===== config.mk =====
export PLATFORM = sky130hd
export DESIGN_NAME = regfile_write_arbiter
export DESIGN_NICKNAME = d
export VERILOG_FILES = /design/src/rtl/regfile_write_arbiter.sv
export SDC_FILE = /design/constraint.sdc
export NUM_CORES = 1
export LEC_CHECK = 0
export CAP_MARGIN = 30
export CORE_ASPECT_RATIO = 0.6
export CORE_MARGIN = 2
export CORE_UTILIZATION = 44
export CTS_CLUSTER_SIZE = 25
export DETAILED_ROUTE_END_ITERATION = 8
export PLACE_DENSITY = 0.85
export SYNTH_ARGS = -nofsm -noshare
export SYNTH_HDL_FRONTEND = slang
export SYNTH_SLANG_ARGS = --single-unit

===== constraint.sdc =====
create_clock -name clock -period 3.35 [get_ports clock]
set_input_delay 0.335 -clock clock [delete_from_list [all_inputs] [get_ports clock]]
set_output_delay 0.335 -clock clock [all_outputs]
set_load 0.02 [all_outputs]

===== src/rtl/regfile_write_arbiter.sv =====
// Write-port arbiter that shares the regfile's single write port between ALU writeback and multdiv.
// Optional starvation guard for buffered multdiv results: define STARVE_GUARD_EN.
module regfile_write_arbiter #(
  parameter int FIFO_DEPTH   = 2,
  parameter int STARVE_LIMIT = 4
) (
  input  logic        clock,
  input  logic        ctrl_reset,
  input  logic        alu_valid,
  input  logic [4:0]  alu_reg,
  input  logic [31:0] alu_data,
  input  logic        md_valid,
  input  logic [4:0]  md_reg,
  input  logic [31:0] md_data,
  output logic        md_ready,
  output logic        alu_stall,
  output logic        ctrl_writeEnable,
  output logic [4:0]  ctrl_writeReg,
  output logic [31:0] data_writeReg,
  output logic [3:0]  fifo_count
);

  localparam int PtrW = (FIFO_DEPTH > 1) ? $clog2(FIFO_DEPTH) : 1;

  // Unsupported sizes leave this marker scope in the elaborated hierarchy.
  if (FIFO_DEPTH < 2 || FIFO_DEPTH > 8 || (FIFO_DEPTH & (FIFO_DEPTH - 1)) != 0 ||
      STARVE_LIMIT < 1) begin : gIllegalConfig
  end

  logic [4:0]      fifoReg  [FIFO_DEPTH];
  logic [31:0]     fifoData [FIFO_DEPTH];
  logic [PtrW-1:0] rdPtr;
  logic [PtrW-1:0] wrPtr;
  logic [3:0]      count;

  logic fifoEmpty;
  logic fifoFull;
  logic mdAccept;
  logic mdLive;
  logic aluEff;
  logic forceHead;
  logic grantAlu;
  logic grantHead;
  logic grantBypass;
  logic push;
  logic pop;

  assign fifoEmpty = (count == 4'd0);
  assign fifoFull  = (count >= 4'(FIFO_DEPTH));

  // Ready looks only at registered occupancy, so a same-cycle pop never opens a slot.
  assign md_ready  = ~ctrl_reset & ~fifoFull;
  assign mdAccept  = md_valid & md_ready;
  assign mdLive    = mdAccept & (md_reg != 5'd0);
  assign aluEff    = alu_valid & (alu_reg != 5'd0);

`ifdef STARVE_GUARD_EN
  localparam int CntW = $clog2(STARVE_LIMIT + 1);

  logic [CntW-1:0] starveCnt;

  assign forceHead = ~fifoEmpty & (starveCnt == CntW'(STARVE_LIMIT));

  always_ff @(posedge clock or posedge ctrl_reset) begin
    if (ctrl_reset) begin
      starveCnt <= '0;
    end else if (fifoEmpty || grantHead) begin
      starveCnt <= '0;
    end else if (starveCnt != CntW'(STARVE_LIMIT)) begin
      starveCnt <= starveCnt + CntW'(1);
    end
  end
`else
  assign forceHead = 1'b0;
`endif

  always_comb begin
    grantAlu    = 1'b0;
    grantHead   = 1'b0;
    grantBypass = 1'b0;
    alu_stall   = 1'b0;
    if (ctrl_reset) begin
      grantAlu = 1'b0;
    end else if (forceHead) begin
      grantHead = 1'b1;
      alu_stall = aluEff;
    end else if (aluEff) begin
      grantAlu = 1'b1;
    end else if (!fifoEmpty) begin
      grantHead = 1'b1;
    end else if (mdLive) begin
      grantBypass = 1'b1;
    end
  end

  always_comb begin
    ctrl_writeEnable = grantAlu | grantHead | grantBypass;
    ctrl_writeReg    = 5'd0;
    data_writeReg    = 32'd0;
    if (grantAlu) begin
      ctrl_writeReg = alu_reg;
      data_writeReg = alu_data;
    end else if (grantHead) begin
      ctrl_writeReg = fifoReg[rdPtr];
      data_writeReg = fifoData[rdPtr];
    end else if (grantBypass) begin
      ctrl_writeReg = md_reg;
      data_writeReg = md_data;
    end
  end

  assign push = mdLive & ~grantBypass;
  assign pop  = grantHead;

  // Power-of-two depth lets the pointers wrap naturally.
  always_ff @(posedge clock or posedge ctrl_reset) begin
    if (ctrl_reset) begin
      rdPtr <= '0;
      wrPtr <= '0;
      count <= 4'd0;
      for (int i = 0; i < FIFO_DEPTH; i++) begin
        fifoReg[i]  <= 5'd0;
        fifoData[i] <= 32'd0;
      end
    end else begin
      if (push) begin
        fifoReg[wrPtr]  <= md_reg;
        fifoData[wrPtr] <= md_data;
        wrPtr           <= wrPtr + PtrW'(1);
      end
      if (pop) begin
        rdPtr <= rdPtr + PtrW'(1);
      end
      unique case ({push, pop})
        2'b10:   count <= count + 4'd1;
        2'b01:   count <= count - 4'd1;
        default: count <= count;
      endcase
    end
  end

  assign fifo_count = count;

endmodule


# == Word-level counts from Yosys, hierarchy flattened ==
# Index checks and enable logic that the tools add are counted.
# op_classes
magnitude_cmp,4
bitwise_logic,12
eq_ne,2
mux,28
add_sub_neg,4
n_reduce_logical,5
# ops
op,count
2-to-1 mux 32 bit,7
bitwise mux 64 bit,1
2-to-1 mux 5 bit,7
demux 32 bit (select 1 bit),1
bitwise mux 10 bit,1
nonzero test 5 bit,2
2-to-1 mux 1 bit,9
case mux 4 bit (2 select lines),1
AND 1 bit,5
demux 5 bit (select 1 bit),1
adder 4 x 1 -> 4 bit (second input constant),1
>= comparator 2 bit (second input constant),2
>= comparator 4 x 2 -> 1 bit (second input constant),1
logical NOT 4 bit,1
inverter 1 -> 2 bit,2
subtractor 4 x 1 -> 4 bit (second input constant),1
inverter 1 bit,3
adder 1 bit (second input constant),2
== test 2 x 1 -> 1 bit (second input constant),1
== test 2 bit (second input constant),1
less-than comparator 2 x 1 -> 1 bit (second input constant),1
bitwise OR 1 bit,2
nonzero test 2 bit,1
logical AND 1 bit,1
# totals
register_bits,80
word_cells,62
output_inout_bits,44

# == Depth between registers and ports, before layout ==
# logic_depth
word_depth,13
depth_mapped,12
mapped_depth_nobuf,10

# == Worst setup path before layout ==
# OpenSTA, ideal clock, no wires.
# synth_path
path_type,in2reg
start,input port ctrl_reset
end,register count[2] (netlist: fifo_count[2])
n_path_buf,0
path_stages,10
t_arrival_ps,4039
path_slack_ps,-827
setup_time_ps,139
path_cell_list,inv_1 > nand2_2 > or3_2 > ha_1 > xor2_1 > ha_1 > a21oi_1 > xor2_1 > nor2_1 > xor2_1
# synth_via
elab_chain_len,12
word_cells_on_any_way,15
# synth_rtl
element,line,source
from (decl),8,"input logic ctrl_reset,"
inverter 1 bit,52,assign md_ready = ~ctrl_reset & ~fifoFull;
AND 1 bit,52,
AND 1 bit,53,assign mdAccept = md_valid & md_ready;
AND 1 bit,54,assign mdLive = mdAccept & (md_reg != 5'd0);
2-to-1 mux 1 bit,91,end else if (mdLive) begin
2-to-1 mux 1 bit,89,end else if (!fifoEmpty) begin
2-to-1 mux 1 bit,87,end else if (aluEff) begin
2-to-1 mux 1 bit,82,if (ctrl_reset) begin
inverter 1 bit,112,assign push = mdLive & ~grantBypass;
AND 1 bit,112,
== test 2 x 1 -> 1 bit or == test 2 bit (tied branches),134,"unique case ({push, pop})"
case mux 4 bit (2 select lines) or nonzero test 2 bit (tied branches),-,
to (signal assigned),135,2'b10: count <= count + 4'd1;
to (signal assigned),136,2'b01: count <= count - 4'd1;
to (signal assigned),137,default: count <= count;
to (decl),34,logic [3:0] count;
# Several ways; a longest one is shown, not always the timed one.
# A chain may end at the register's enable or synchronous reset.

# == Final worst setup path ==
# layout_path
start,input port alu_reg[0]
end,output port data_writeReg[13]
# layout_via
elab_chain_len,7
word_cells_on_any_way,11
# layout_rtl
element,line,source
from (decl),10,"input logic [4:0] alu_reg,"
nonzero test 5 bit (*),55,assign aluEff = alu_valid & (alu_reg != 5'd0);
AND 1 bit (*),55,
2-to-1 mux 1 bit,87,
2-to-1 mux 1 bit,82,
2-to-1 mux 32 bit,106,end else if (grantBypass) begin
2-to-1 mux 32 bit,103,end else if (grantHead) begin
2-to-1 mux 32 bit (*),100,if (grantAlu) begin
to (decl),19,"output logic [31:0] data_writeReg,"
# Mark *: on every way between the ends. The rest lies on a longest branch, timed or not.

==> results.yml <==
clocking:
  cts_sinks: 80
  holdBufCountCts: 0
  cts_resized: 0
  cts-root-buf: "clkbuf_16"
  htreeDepth: 3
  path_clk_slew_ns: 0.06
  cts_inserted_buffers: 9
  clock_latency_ns: 0.33
  cts_tree: "built"
  clock_path_buffers: 2
  post-cts-setup-buffers: 0
die:
  io_pins: 122
  initial_core_util_pct: 45.13
  rows: 28
  die-area_mm2: 0.01094
  fp.coreArea_mm2: 0.009844
  die-height_um: 81.84
  die_w_um: 133.7
timing:
  fmax_mhz: 308.3
  worst_pin_slew_ns: 0.6531
  rsz0062_at_grt: "no"
  setup_tns_ns: 0
  timing.final.max_slew_violations: 0
  hold_viol_final: 0
  finClkSkew_ns: 0.004102
  setup_viol: 0
  post-route-period-util_pct: 96.82
  fin_crit_ns: 3.243
  slew_headroom_pct: 56.31
power:
  leakage_uw: 0.002701
  combPwrFrac_pct: 43.6
  p_seq_share_pct: 35.4
  power_density_mw_per_mm2: 808.6
  p_sw_share_pct: 32.45
  ir_drop_mv: 0.4343
  p_int_uw: 3363
  p_clk_share_pct: 21.0
  p_sw_uw: 1615
global_route:
  grt_pass1_wl_um: 17840
  track_usage_pct: 21.16
  grt_antenna_before_repair: 0
  grt.overflow.total: 0
  grt_max_degree: 38
  first_global_vias: 3482
yosys:
  synth_xor_area_share_pct: 1.380
  yosysWarnings: 0
  synthSimpleGateAreaFrac_pct: 7.209
  ys_ff_latch: 80
  synth_fp_nets: 414
  synth-compound-area-share_pct: 10.45
  synth_top_family_by_area: "multiplexers"
  synthesis.area_mm2: 0.004443
  synth_fa_ha_area_share_pct: 0.8448
  synth_cells: 333
  yosys.cell_types.count: 40
  muxShareOfSynthArea_pct: 29.88
  synth.avg_cell_area_um2: 13.34
  seq_area_frac_synth_pct: 45.06
cells_and_area:
  antenna_cells: 0
  final_common_cell: "clkdlybuf4s50_1"
  final_layout_size_suffix_gt1_share_pct: 26.42
  final_area_mm2: 0.006156
  layout_common_cells: "120 x clkdlybuf4s50_1, 79 x dfrtp_1, 44 x mux2_2"
  areaGrowthSynthToFinish_pct: 38.55
  final_nets: 534
worst_setup_path:
  cp-start-kind: "input pin"
  path_buf_inv: 3
  crit_fanout: 15
  path_cells: "clkdlybuf4s50_1 > or4_4 > o211a_4 > buf_4 > nor3_1 > a221o_1 > clkdlybuf4s50_1"
  critPathKind: "input pin to output port"
  cpLargestDelayFamily: "buffers and inverters"
  critical_path.slowest_cell: "clkdlybuf4s50_1"
  cp-end-kind: "output port"
  worst_ep_arrival_time_ns: 2.91
  crit_path_frequent_cell: "clkdlybuf4s50_1"
  slowest_delay_ns: 0.61
  worstPathRequired_ns: 3.01
  r2r_slack_ns: 0.59
detailed_routing:
  wl_um: 10910
  drc: 0
  drt_iter0_markers: 166
  dr.pass1.iters: 4
  num_vias: 3295
  via_per_inst: 5.556
  wl_per_cell_um: 18.40
  antenna_left: 0
run_status:
  outcome: "finished clean"
placement:
  portBuffers: 120
  globalplace.congestion: 0.8062
  dpl-instance-area_mm2: 0.005827
  dp_hpwl_um: 7601
flow_run:
  max_cap_viol_count: 0
worst_hold_path:
  holdCritPathClass: "flip-flop to flip-flop"
==> Yosys cell counts, drive strengths merged <==
cell / number / share of area, %
dfrtp: 80 / 45
mux2: 75 / 22
nor3: 38 / 4.5
a221o: 37 / 8.3
mux2i: 37 / 8.3
buf: 20 / 4.2
clkbuf: 8 / 0.68
xor2: 4 / 0.79
ha: 3 / 0.84
inv: 3 / 0.25
nor2: 3 / 0.25
or4: 3 / 0.68
xnor2: 3 / 0.59
nand2: 2 / 0.23
nor3b: 2 / 0.59
o21ai: 2 / 0.48
o22ai: 2 / 0.59
a21oi: 1 / 0.11
a31oi: 1 / 0.14
a32oi: 1 / 0.20
conb: 1 / 0.084
nand2b: 1 / 0.14
nor4: 1 / 0.48
o211a: 1 / 0.23
o21a: 1 / 0.17
o41ai: 1 / 0.20
or2: 1 / 0.14
or3: 1 / 0.17
==> sequential cells by signal, indices dropped and copies added, names as in the netlist <==
name,count
wrPtr,1
fifoData,64
rdPtr,1
fifo_count,4
fifoReg,10
==> kinds of logic after synthesis <==
kind of cell / after synthesis
flip-flops: 80
other: 1
XOR/XNOR: 7
multiplexers: 112
AND/OR/NAND/NOR: 52
adder cells (fa/ha/maj): 3
AO/OA/AOI/OAI: 47
buffers and inverters: 31
==> metrics by stage <==
| step | setup slack (ns) | hold slack (ns) | std cells | power (uW) | util [%] |
|---|---|---|---|---|---|
| finish | 0.1066 | 0.4898 | 593 | 4978 | 62.53 |
| global route | 0.01530 | 0.5097 | 593 | 5267 | 62.53 |
| CTS | 0.01996 | 0.4894 | 593 | 5004 | 62.46 |
| detailed placement | 0.01684 | 0.4761 | 577 | 3937 | 59.19 |
| global placement | 0.08098 | 0.4660 | 575 | 3829 | 58.88 |
| floorplan | 0.02063 | 0.4574 | 333 | 3173 | - |
==> power groups by stage <==
stage | clock, uW | combinational, uW | sequential, uW
after floorplan | 0 | 1500 | 1670
after CTS | 1060 | 2180 | 1760
after global routing | 1110 | 2330 | 1820
after global placement | 0 | 2100 | 1730
after detailed placement | 0 | 2160 | 1780
final | 1040 | 2170 | 1760
==> path summary, 6_finish.rpt <==
kind / startpoint / to / cells after the start
max in group asynchronous: ctrl_reset / fifoData[49] / 3
setup reg to reg: fifo_count[2] / fifo_count[2] / 10
min in group asynchronous: ctrl_reset / rdPtr / 3
hold / removal: fifoData[56] / fifoData[56] / 1
hold reg to reg: fifoData[56] / fifoData[56] / 1
setup / recovery: alu_reg[0] / data_writeReg[13] / 7
==> final cells by class <==
class	instances	area, um^2
Multi-Input combinational cell	222	2241
Clock buffer	10	239.0
Fill cell	752	3689
Tap cell	135	168.9
Clock inverter	6	82.58
Inverter	3	15.01
Timing Repair Buffer	137	1406
Sequential cell	80	2003
==> worst register-to-register path: stages (launching register included) <==
cell     delay (ns)
dfrtp_1        0.49
o41ai_4        0.66
buf_8          0.24
nor2_1         0.10
ha_1           0.28
xor2_1         0.16
ha_1           0.18
a21oi_1        0.15
xor2_1         0.16
nor2_1         0.06
xor2_1         0.14
==> layer usage <==
metal | track usage [%] | share of wire (%) | vias up
li1 | - | - | 1526
met1 | 27.38 | 47 | 1649
met2 | 35.54 | 47 | 110
met3 | 6.605 | 5.7 | 10
met4 | 4.255 | 0.88 | 0
met5 | 0 | 0 | -
No activity file was read; power rests on OpenSTA's default activity.
